<file path="src/rtl/id_ex_stage.sv">
// ID->EX pipeline register for the RV32I core.
// Load-use hazard bubble, branch flush and a saturating stall counter.
module id_ex_stage #(
    parameter int XLEN  = 32,
    parameter int RA_W  = 5,
    parameter int CNT_W = 16
) (
    input  logic             clk,
    input  logic             rst,
    input  logic             id_valid,
    input  logic [7:0]       id_ctrl,
    input  logic [XLEN-1:0]  id_pc,
    input  logic [XLEN-1:0]  id_rs1_data,
    input  logic [XLEN-1:0]  id_rs2_data,
    input  logic [XLEN-1:0]  id_imm,
    input  logic [RA_W-1:0]  id_rs1,
    input  logic [RA_W-1:0]  id_rs2,
    input  logic [RA_W-1:0]  id_rd,
    input  logic [3:0]       id_funct,
    input  logic             flush,
    output logic             ex_valid,
    output logic [7:0]       ex_ctrl,
    output logic [XLEN-1:0]  ex_pc,
    output logic [XLEN-1:0]  ex_rs1_data,
    output logic [XLEN-1:0]  ex_rs2_data,
    output logic [XLEN-1:0]  ex_imm,
    output logic [RA_W-1:0]  ex_rs1,
    output logic [RA_W-1:0]  ex_rs2,
    output logic [RA_W-1:0]  ex_rd,
    output logic [3:0]       ex_funct,
    output logic             stall,
    output logic [CNT_W-1:0] stall_count
);

    // Bit positions in {branch,memRead,memToReg,memWrite,ALUsrc,regWrite,ALUop}
    localparam int MEM_READ  = 6;
    localparam int MEM_WRITE = 4;
    localparam int ALU_SRC   = 3;

    logic uses_rs2;
    logic load_use;

    assign uses_rs2 = ~id_ctrl[ALU_SRC] | id_ctrl[MEM_WRITE];

    assign load_use = ex_valid & ex_ctrl[MEM_READ] & (ex_rd != '0) & id_valid &
                      ((ex_rd == id_rs1) | (uses_rs2 & (ex_rd == id_rs2)));

    // A flushed dependent instruction dies anyway, so there is nothing to hold.
    assign stall = load_use & ~flush;

    always_ff @(posedge clk or posedge rst) begin
        if (rst) begin
            ex_valid <= 1'b0;
            ex_ctrl  <= '0;
        end else if (flush || load_use) begin
            ex_valid <= 1'b0;
            ex_ctrl  <= '0;
        end else begin
            ex_valid <= id_valid;
            ex_ctrl  <= id_valid ? id_ctrl : 8'h00;
        end
    end

    always_ff @(posedge clk or posedge rst) begin
        if (rst) begin
            ex_pc       <= '0;
            ex_rs1_data <= '0;
            ex_rs2_data <= '0;
            ex_imm      <= '0;
            ex_rs1      <= '0;
            ex_rs2      <= '0;
            ex_rd       <= '0;
            ex_funct    <= '0;
        end else if (!flush && !load_use) begin
            ex_pc       <= id_pc;
            ex_rs1_data <= id_rs1_data;
            ex_rs2_data <= id_rs2_data;
            ex_imm      <= id_imm;
            ex_rs1      <= id_rs1;
            ex_rs2      <= id_rs2;
            ex_rd       <= id_rd;
            ex_funct    <= id_funct;
        end
    end

    always_ff @(posedge clk or posedge rst) begin
        if (rst) begin
            stall_count <= '0;
        end else if (stall && (stall_count != '1)) begin
            stall_count <= stall_count + 1'b1;
        end
    end

endmodule

</file>
<file path="config.mk">
export PLATFORM = sky130hd
export DESIGN_NAME = id_ex_stage
export DESIGN_NICKNAME = d
export VERILOG_FILES = /design/src/rtl/id_ex_stage.sv
export SDC_FILE = /design/constraint.sdc
export NUM_CORES = 1
export LEC_CHECK = 0
export CAP_MARGIN = 20
export CORE_ASPECT_RATIO = 1.4
export CORE_MARGIN = 4
export CORE_UTILIZATION = 40
export CTS_CLUSTER_SIZE = 30
export DETAILED_ROUTE_END_ITERATION = 8
export PLACE_DENSITY = 0.82
export SYNTH_ARGS = -nofsm -noshare
export SYNTH_HDL_FRONTEND = slang
export SYNTH_SLANG_ARGS = --single-unit
export TNS_END_PERCENT = 20
</file>
<file path="constraint.sdc">
create_clock -name clk -period 7.4 [get_ports clk]
set_input_delay 1.11 -clock clk [delete_from_list [all_inputs] [get_ports clk]]
set_output_delay 1.11 -clock clk [all_outputs]
set_load 0.05 [all_outputs]
</file>
==> Implementation_results.wiki, run 1 <==
{| class="wikitable"
! Metric !! Value
|-
| Synthesized Nets || just under 600
|-
| Detailed-route wire length || between 15000 and 20000 microns
|-
| Total clock sinks || between 150 and 200
|-
| Register bit count reported by yosys || 172
|-
| Number of antenna violations at the first check in global routing || 0
|-
| Worst R2R Path Depth || 6
|-
| Final Instance Area || around 11000 sq um
|-
| Global placer's final weighted congestion || 0.9078
|-
| # hold bufs at CTS || 0
|-
| Number of core rows || between 50 and 60
|-
| Final Slew Violations || 0
|-
| Detailed-route wire length per cell || 19.87 microns
|-
| Post-Place Cell Area || ~10000 sq um
|-
| Worst clock skew || ~11 ps
|-
| Dpl hpwl || roughly 15000 microns
|-
| Starting density of the core || 0.4114
|-
| Residual DRC count || 0
|-
| Yosys synthesis warning count || 0
|-
| Final period demand of the worst path || about 4800 ps
|-
| Die width || between 100 and 150 microns
|-
| Maximum number of pins on one net before global-route repair || slightly above 90
|-
| Nature of the critical path startpoint || input port
|-
| Setup repair after global routing missed its margin || no
|-
| Routed vias/inst || 5.040
|-
| Max Cap Violations || 0
|-
| Total Die Area || roughly 19000 sq um
|-
| Number of cells upsized or downsized after cts || 0
|-
| Fin util || 0.6657
|-
| Wire length of the first global-routing pass || ~30000 microns
|-
| Detailed Routing Iterations Pass 1 || 5
|-
| Kind of critical path || input port to output port
|-
| Buffers inserted during post-CTS setup optimization || 0
|-
| Synthesized cell area || approximately 6700 sq um
|-
| Actual slew at the worst max-slew pin || between 900 and 1000 ps
|-
| Clk_lat worst skew || 430 ps
|-
| Root Buffer || clkbuf_16
|-
| Per-instance average area after synthesis || approximately 16 sq um
|-
| Upper clock frequency limit || 208.4 MHz
|-
| Antenna Diode Count || 0
|-
| End of the worst register-to-register path || ex_rs2_data[25]
|-
| Total of fill cells in the finished design || around 1200
|-
| Fraction of layout cells with a size suffix above 1 || 0.2282
|-
| Count of buffers inserted at the top-level ports || approximately 330
|-
| Power, Total || between 2 and 3 mW
|-
| # nets final || 927
|-
| Synthesized instance count || 432
|-
| List of cells traversed by the critical path || clkdlybuf4s50_1 -> xnor2_1 -> nand4_1 -> o22ai_2 -> and2_1 -> clkdlybuf4s50_1
|-
| Final worst-path cycle share || 0.6484
|-
| Post-CTS clock slew at the launch and capture registers of the worst setup and hold paths || about 70 ps
|-
| Depth of the CTS H-tree || 4
|-
| Worst R2R Start || ex_rd[2]
|-
| Power Density || roughly 250 nW/um^2
|-
| Run status || finished clean
|-
| Number of cells on the worst hold path || 1
|-
| Required time at the endpoint of the critical path || approximately 6300 ps
|-
| CTS tree || built
|-
| Slack of the worst reg-to-reg path || between 4000 and 5000 ps
|-
| Critical path endpoint category || output port
|-
| Via count of the first global-routing pass || ~5500
|-
| Core region area || ~16000 sq um
|-
| Cell mode on critical path || clkdlybuf4s50_1
|-
| Clock buffer count from CTS || 17
|-
| Startpoint of the worst hold path || ex_rs2_data[20]
|-
| I/O pin count || between 300 and 400
|-
| Vias after detailed routing || just under 5000
|-
| DRT antenna net count || 0
|-
| Crit-path leading delay family || buffers and inverters
|-
| Cell with the biggest individual delay on the critical path || clkdlybuf4s50_1
|-
| Die extent in y || about 160 microns
|-
| Seq/Total Area, Yosys || 0.6414
|-
| Buffers from clock root to sink, at most || 2
|-
| Initial DRC count || roughly 280
|-
| Crit path arrival time || ~3700 ps
|-
| Bufs and invs on worst path || 2
|-
| Crit path max fanout || 18
|-
| GRT overflow || 0
|-
| Slowest cell delay on critical path || between 800 and 900 ps
|-
| Final Hold Viols || 0
|-
| Class of the tightest hold or removal check || flop to flop
|-
| Area added between synthesis and finish || 61.79%
|-
| Max transition margin || 0.3470
|-
| GR Util All Layers || 0.2043
|-
| Worst IR Drop VDD || between 0.15 and 0.2 mV
|-
| Number of library cell types mapped by synthesis || 35
|-
| Setup TNS || 0 ps
|-
| Final setup viols || 0
|-
| Hold endpoint || ex_rs2_data[20]
|-
| Total leakage power || about 4.5 nW
|}
## per-stage QoR
stage / setup slack (ps) / instances / hold WS, ps
floorplan: 1630 / 432 / 794.7
global placement: 2736 / 946 / 467.3
finish: 2602 / 979 / 486.5
global route: 2473 / 979 / 511.0
detailed placement: 2703 / 946 / 478.5
CTS: 2655 / 978 / 492.0
## worst reg2reg max path, stage by stage, from the launching register on
cell,delay [ps]
dfrtp_1,480
xnor2_1,310
nand4_1,160
o22ai_2,630
a21oi_4,120
buf_4,410
mux2_1,520
## cells in the final DEF, fill, tap and decap left out, drive strengths merged, types with 2 or more instances in the layout
master and n:
mux2 148, nand3 6, dfrtp 172, a21oi 4, clkdlybuf4s50 331, clkbuf 20, clkinv 2, bufinv 3
and3 5, and2 11, nand2 4, nand4 12, clkinvlp 3, buf 4, xor2 3, nor2 7
inv 9, xnor2 21
## cells by family after synthesis
kind of cell    synth area share
compound gates          0.008951
xor+xnor                 0.03133
fa+ha+maj               0.001864
buf+inv                  0.01753
flops                     0.6414
mux                       0.2489
simple gates             0.04997
## layout make-up
| class | count | area, sq um | share of cell area |
|---|---|---|---|
| flip-flops and latches | 172 | 4304 | 0.3964 |
| repair buffers | 335 | 3363 | 0.3098 |
| multi-input cells | 236 | 2300 | 0.2118 |
| clock buffers | 20 | 456.7 | 0.04207 |
| well taps | 199 | 249.0 | 0.02293 |
| clock inverters | 12 | 160.2 | 0.01475 |
| inverters | 5 | 23.77 | 0.002190 |
## worst max path at each step
stage / cells past startpoint / startpoint / slack [ps] / to
floorplan: 1 / rst / 1630 / ex_ctrl[0]
global placement: 6 / id_rs2[0] / 2740 / stall
detailed placement: 6 / id_rs2[2] / 2700 / stall
CTS: 6 / id_rs2[2] / 2660 / stall
global route: 6 / id_rs2[2] / 2470 / stall
finish: 6 / id_rs2[2] / 2600 / stall
## power breakdown
part | switching [mW] | total [mW] | leakage [nW] | internal, mW
clock network | 0.368 | 0.921 | 0.295 | 0.553
registers | 0.0506 | 1.07 | 2.06 | 1.02
logic | 0.427 | 0.715 | 2.11 | 0.289
total | 0.845 | 2.71 | 4.47 | 1.87
## Yosys cell counts (all sizes together)
library cell,count,area share
dfrtp,172,0.64
mux2,148,0.25
xnor2,21,0.027
buf,17,0.014
nand4,12,0.011
and2,11,0.010
nor2,7,0.0039
nand3,6,0.0060
and3,5,0.0058
inv,5,0.0028
a21oi,4,0.0030
nand2,4,0.0022
xor2,3,0.0039
clkbuf,2,0.0011
a21o,1,0.0011
a31oi,1,0.00093
a41oi,1,0.0013
and4,1,0.0013
and4b,1,0.0015
ha,1,0.0019
nand2b,1,0.00093
nand4b,1,0.0013
nor3,1,0.00075
nor4,1,0.00093
nor4b,1,0.0013
o21ai,1,0.00075
o22ai,1,0.0019
or2,1,0.00093
or4,1,0.0017
## metal layers
layer	up-vias	global-route usage	share of wire	routed length [microns]
met5	-	0	0	0
met2	274	0.3663	0.52	10170
met3	39	0.08196	0.092	1785
met1	2425	0.2131	0.36	6967
met4	0	0.08373	0.028	537
li1	2196	-	-	-
## sequential cells by signal, summed over array words and instances, names as in the netlist
register	flops
stall_count	16
ex_pc	32
ex_rs1	5
ex_rs1_data	32
ex_rs2_data	32
ex_imm	32
ex_funct	4
ex_rd	5
ex_valid	1
ex_ctrl	8
ex_rs2	5
Power figures use the tool's default switching activity.
==> run 2, diff against run 1 <==
Settings changed: CORE_UTILIZATION 40 to 37, PLACE_DENSITY 0.82 to 0.8.
Clock period 7.4 ns to 4.1 ns, I/O delays scaled along.
==> Implementation_results.wiki, run 2 (synthesis results as in run 1) <==
{| class="wikitable"
! Metric !! Value
|-
| Final Slew Violations || 0 (unchanged)
|-
| Die width || 121.8 microns (+3.7%)
|-
| Final worst-path setup slack || 1256 ps (-1346 ps)
|-
| Total clock sinks || 172 (unchanged)
|-
| Starting density of the core || 0.3744 (-0.03708)
|-
| CTS tree || built
|-
| Maximum number of pins on one net before global-route repair || 173 (+88%)
|-
| Dpl hpwl || 14140 microns (-3.5%)
|-
| Number of cells upsized or downsized after cts || 0 (unchanged)
|-
| I/O pin count || 332 (unchanged)
|-
| Slack of the worst reg-to-reg path || 1670 ps (-3000 ps)
|-
| Power Density || 440.7 nW/um^2 (+77%)
|-
| Power, Total || 4.797 mW (+77%)
|-
| Sw power || 1.528 mW (+81%)
|-
| Post-CTS clock slew at the launch and capture registers of the worst setup and hold paths || 60 ps (about the same)
|-
| Required time at the endpoint of the critical path || 3480 ps (-2810 ps)
|-
| Worst IR Drop VDD || 0.3204 mV (+110%)
|-
| Total leakage power || 4.452 nW (-0.45%)
|-
| GRT overflow || 0 (unchanged)
|-
| Layout Cells excl Fill || 1020 (+4.2%)
|-
| Wire length of the first global-routing pass || 29250 microns (-3.6%)
|-
| Crit path max fanout || 18 (unchanged)
|-
| Combinational cell fraction of total power || 0.268 (+0.004)
|-
| Total placed cells including tap cells || 989 (+4.5%)
|-
| Clock Power Share || 0.329 (-0.011)
|-
| Buffers from clock root to sink, at most || 2 (unchanged)
|-
| Clock buffer count from CTS || 17 (unchanged)
|-
| End of the worst register-to-register path || ex_rs2_data[15]
|-
| Die extent in y || 167.3 microns (+3.8%)
|-
| Count of buffers inserted at the top-level ports || 331 (unchanged)
|-
| GR Util All Layers || 0.1844 (-0.01995)
|-
| Root Buffer || clkbuf_16
|-
| Via count of the first global-routing pass || 5515 (+0.22%)
|-
| Nature of the critical path startpoint || input port
|-
| Fraction of layout cells with a size suffix above 1 || 0.2295 (+0.001282)
|-
| Commonest cells after routing, fill and taps aside || 330 x clkdlybuf4s50_1, 172 x dfrtp_1, 133 x mux2_2, 21 x xnor2_1, 17 x clkbuf_16
|-
| Worst clock skew || 10.48 ps (-0.4327 ps)
|-
| Depth of the CTS H-tree || 4 (unchanged)
|-
| Residual DRC count || 0 (unchanged)
|-
| Actual slew at the worst max-slew pin || 1002 ps (+22.46 ps)
|-
| Number of antenna violations at the first check in global routing || 0 (unchanged)
|-
| Antenna Diode Count || 0 (unchanged)
|-
| Number of core rows || 58 (+5.5%)
|-
| Run status || finished clean
|-
| Initial DRC count || 245 (-11%)
|-
| Sequential power share || 0.403 (+0.007)
|-
| Switching fraction of total power || 0.3186 (+0.006730)
|-
| Final period demand of the worst path || about 2800 ps
|-
| Setup TNS || 0 ps (unchanged)
|-
| Kind of critical path || input port to output port
|-
| Crit path arrival time || 2230 ps (-1460 ps)
|-
| Detailed-route wire length || 18680 microns (-4.0%)
|-
| Setup repair after global routing missed its margin || no
|-
| Cell-internal power || 3.269 mW (+75%)
|-
| Detailed Routing Iterations Pass 1 || 5 (unchanged)
|-
| Startpoint of the worst hold path || ex_imm[2]
|-
| Max transition margin || 0.3321 (-0.01497)
|-
| Routed vias/inst || 4.725 (-6.3%)
|-
| Hold endpoint || ex_imm[2]
|-
| Detailed-route wire length per cell || 18.31 microns (-7.9%)
|-
| Upper clock frequency limit || between 300 and 400 MHz
|-
| Final worst-path cycle share || 0.6936
|-
| Critical path endpoint category || output port
|-
| # nets final || 928 (+0.11%)
|-
| Core region area || 17920 sq um (+9.9%)
|-
| Number of cells on the worst hold path || 1 (unchanged)
|-
| Worst R2R Path Depth || 5 (-1)
|-
| Buffers inserted during post-CTS setup optimization || 0 (unchanged)
|-
| Clk_lat worst skew || 420 ps (about the same)
|-
| Class of the tightest hold or removal check || flop to flop
|-
| Global placer's final weighted congestion || 0.7867 (-13%)
|-
| Worst R2R Start || ex_rd[2]
|-
| Vias after detailed routing || 4819 (-2.3%)
|-
| Most common cell after layout, fill and taps aside || clkdlybuf4s50_1
|-
| Final setup viols || 0 (unchanged)
|-
| Max Cap Violations || 0 (unchanged)
|-
| DRT antenna net count || 0 (unchanged)
|-
| Placement-stage worst setup slack || 1244 ps (-1459 ps)
|-
| Final Hold Viols || 0 (unchanged)
|-
| Area added between synthesis and finish || 62.20%
|-
| Total Die Area || 20380 sq um (+7.6%)
|-
| # hold bufs at CTS || 0 (unchanged)
|}
==> run 2: cell types whose count changed in the layout (fill, tap and decap cells not counted), sizes merged <==
cell	delta
clkinvlp	+3
buf	+2
clkbuf	-2
bufinv	-1
clkdlybuf4s50	-1
inv	-1
==> run 2: area by class of cell <==
type | instances | area, sq um
tap | 240 | 300.3
clock inverter | 13 | 142.6
sequential | 172 | 4304
timing repair buffer | 336 | 3386
clock buffer | 18 | 429.2
inverter | 5 | 22.52
multi-input combinational | 236 | 2300
fill | 1420 | 7041
==> run 2: how the worst max path moves through the flow <==
stage | start | endpoint | slack [ps] | depth (start not counted)
final | id_rs2[3] | stall | 1260 | 7
after CTS | id_rs2[3] | stall | 1260 | 7
after floorplan | rst | ex_ctrl[0] | 1290 | 1
after global routing | id_rs2[4] | stall | 1140 | 7
after detailed placement | id_ctrl[3] | ex_rs2_data[15] | 1240 | 8
after global placement | id_rs2[3] | stall | 1260 | 7
==> run 2: power groups by stage <==
stage	clock network, mW	logic [mW]	registers, mW
6_report	1.58	1.29	1.93
3_3_place_gp	0	1.28	1.96
2_1_floorplan	0	0.222	2.49
4_1_cts	1.62	1.30	1.94
3_5_place_dp	0	1.30	1.97
5_1_grt	1.69	1.34	1.96
==> run 2: routing by layer <==
layer,up-vias,part of all wire,track usage
met3,26,0.089,0.06959
met2,214,0.54,0.3347
met1,2386,0.35,0.1925
met5,-,0,0
li1,2193,-,-
met4,0,0.025,0.06338
==> run 2: worst max-delay path, cell delays in order <==
cell	delay [ps]
clkdlybuf4s50_1	560
xnor2_1	150
nand4_1	110
o22ai_2	160
buf_4	250
and2_1	180
buf_4	200
==> run 2: through the flow <==
step | hold slack [ps] | util | cell area [sq um]
3_3_place_gp | 468.8 | 0.5753 | 10310
3_5_place_dp | 478.1 | 0.5753 | 10310
5_1_grt | 515.7 | 0.6072 | 10880
6_report | 490.7 | 0.6072 | 10880
4_1_cts | 493.6 | 0.6072 | 10880
2_1_floorplan | 743.6 | - | 6714
==> run 3, diff against run 2 <==
Clock period 4.1 ns to 2.6 ns, I/O delays scaled along.
==> Implementation_results.wiki, run 3 (synthesis results as in run 1) <==
{| class="wikitable"
! Metric !! Value
|-
| Area added between synthesis and finish || 64.20%
|-
| Crit path arrival time || 2640 ps (+410 ps)
|-
| Buffers from clock root to sink, at most || 2 (unchanged)
|-
| Root Buffer || clkbuf_16
|-
| Depth of the CTS H-tree || 4 (unchanged)
|-
| Final Slew Violations || 0 (unchanged)
|-
| Final Hold Viols || 0 (unchanged)
|-
| Fraction of layout cells with a size suffix above 1 || 0.2366 (+0.007154)
|-
| Clock buffer count from CTS || 17 (unchanged)
|-
| Residual DRC count || 0 (unchanged)
|-
| Slowest cell delay on critical path || 540 ps (-20 ps)
|-
| Switching fraction of total power || 0.3112 (-0.007401)
|-
| Die width || 121.8 microns (unchanged)
|-
| Clock Power Share || 0.345 (+0.016)
|-
| Detailed Routing Iterations Pass 1 || 4 (-1)
|-
| Wire length of the first global-routing pass || 29860 microns (+2.1%)
|-
| Commonest cells after routing, fill and taps aside || 330 x clkdlybuf4s50_1, 172 x dfrtp_1, 133 x mux2_2, 21 x xnor2_1, 17 x clkbuf_16
|-
| Crit path max fanout || 8 (-10)
|-
| Actual slew at the worst max-slew pin || 707.2 ps (-294.7 ps)
|-
| Setup repair after global routing missed its margin || no
|-
| Total placed cells including tap cells || 996 (+0.71%)
|-
| Total Die Area || 20380 sq um (unchanged)
|-
| Die extent in y || 167.3 microns (unchanged)
|-
| Via count of the first global-routing pass || 5545 (+0.54%)
|-
| Combinational cell fraction of total power || 0.263 (-0.005)
|-
| Class of the tightest hold or removal check || input port to async pin
|-
| Number of antenna violations at the first check in global routing || 0 (unchanged)
|-
| Detailed-route wire length || 19030 microns (+1.9%)
|-
| Dpl hpwl || 14480 microns (+2.4%)
|-
| Count of buffers inserted at the top-level ports || 331 (unchanged)
|-
| Core region area || 17920 sq um (unchanged)
|-
| Sequential power share || 0.392 (-0.011)
|-
| Worst IR Drop VDD || 0.5268 mV (+64%)
|-
| Clk_lat worst skew || 420 ps (about the same)
|-
| Nature of the critical path startpoint || flop
|-
| CTS tree || built
|-
| Number of cells upsized or downsized after cts || 0 (unchanged)
|-
| Routed vias/inst || 4.742 (+0.36%)
|-
| Power, Total || 7.777 mW (+62%)
|-
| Vias after detailed routing || 4865 (+0.95%)
|-
| Run status || finished clean
|-
| GR Util All Layers || 0.1889 (+0.004517)
|-
| Final setup viols || 0 (unchanged)
|-
| List of cells traversed by the critical path || ha_1 -> nand3_2 -> or4_4 -> or2_0 -> and3_4 -> mux2_4
|-
| Initial DRC count || 177 (-28%)
|-
| DRT antenna net count || 0 (unchanged)
|-
| Cell-internal power || 5.357 mW (+64%)
|-
| GRT overflow || 0 (unchanged)
|-
| Final period demand of the worst path || approximately 2300 ps
|-
| Required time at the endpoint of the critical path || 2900 ps (-580 ps)
|-
| Total leakage power || 4.520 nW (+1.5%)
|-
| Number of core rows || 58 (unchanged)
|-
| Kind of critical path || flop to flop
|-
| Critical path endpoint category || flop
|-
| Maximum number of pins on one net before global-route repair || 128 (-26%)
|-
| Final worst-path cycle share || 0.9010
|-
| Setup TNS || 0 ps (unchanged)
|-
| Antenna Diode Count || 0 (unchanged)
|-
| Most common cell after layout, fill and taps aside || clkdlybuf4s50_1
|-
| I/O pin count || 332 (unchanged)
|-
| Upper clock frequency limit || approximately 430 MHz
|-
| Global placer's final weighted congestion || 0.7314 (-7.0%)
|-
| Post-CTS clock slew at the launch and capture registers of the worst setup and hold paths || 70 ps (about the same)
|-
| Worst R2R Path Depth || 6 (+1)
|-
| Power Density || 705.8 nW/um^2 (+60%)
|-
| Worst slack on hold paths || 487.1 ps (-3.639 ps)
|-
| Layout Cells excl Fill || 1026 (+0.59%)
|-
| Starting density of the core || 0.3744 (unchanged)
|-
| Worst clock skew || 8.792 ps (-1.685 ps)
|-
| Max transition margin || 0.5286 (+0.1965)
|-
| Cell with the biggest individual delay on the critical path || or4_4
|-
| Buffers inserted during post-CTS setup optimization || 0 (unchanged)
|-
| # hold bufs at CTS || 0 (unchanged)
|-
| Sw power || 2.420 mW (+58%)
|-
| Max Cap Violations || 0 (unchanged)
|-
| Total clock sinks || 172 (unchanged)
|-
| Detailed-route wire length per cell || 18.54 microns (+1.3%)
|-
| # nets final || 935 (+0.75%)
|}
-- run 3: area by class of cell --
type                            count  area (sq um)
Clock buffer                       17         425.4
Inverter                            5         22.52
Timing Repair Buffer              343          3476
Multi-Input combinational cell    236          2300
Sequential cell                   172          4304
Fill cell                        1389          6907
Clock inverter                     13         190.2
Tap cell                          240         300.3
-- run 3: path summary, 6_finish.rpt --
path                                startpoint        endpoint  slack (ps)
worst max-delay path            stall_count[0]  stall_count[1]         260
worst min-delay path                       rst  ex_rs1_data[5]         490
worst max register to register  stall_count[0]  stall_count[1]         260
worst min register to register       ex_imm[0]       ex_imm[0]         490
max in group asynchronous                  rst      ex_imm[14]        1550
min in group clk                     ex_imm[0]       ex_imm[0]         490
-- run 3: through the flow --
step / util / cell area [sq um] / setup WS, ps
2_1_floorplan: - / 6714 / 13.31
5_1_grt: 0.6147 / 11020 / 113.7
3_5_place_dp: 0.5803 / 10400 / 147.5
4_1_cts: 0.6147 / 11020 / 232.0
6_report: 0.6147 / 11020 / 257.3
3_3_place_gp: 0.5803 / 10400 / 186.6
-- run 3: worst max-delay path: cells and delay by family, from the launching register on --
| kind | cells | cell delay [ps] |
|---|---|---|
| fa+ha+maj | 1 | 210 |
| flops | 1 | 430 |
| mux | 1 | 290 |
| simple gates | 4 | 1290 |
-- run 3: power by group through the flow --
stage          Sequential, mW  Combinational, mW  Clock, mW
2_1_floorplan            3.93              0.350          0
3_3_place_gp             3.09               2.03          0
3_5_place_dp             3.10               2.06          0
4_1_cts                  3.06               2.07       2.75
5_1_grt                  3.08               2.13       2.86
6_report                 3.05               2.04       2.68
-- run 3: per-layer routing --
metal,track usage,up-vias,share of wire
li1,-,2208,-
met1,0.2036,2395,0.35
met2,0.3352,228,0.53
met3,0.06689,34,0.087
met4,0.07314,0,0.029
met5,0,-,0
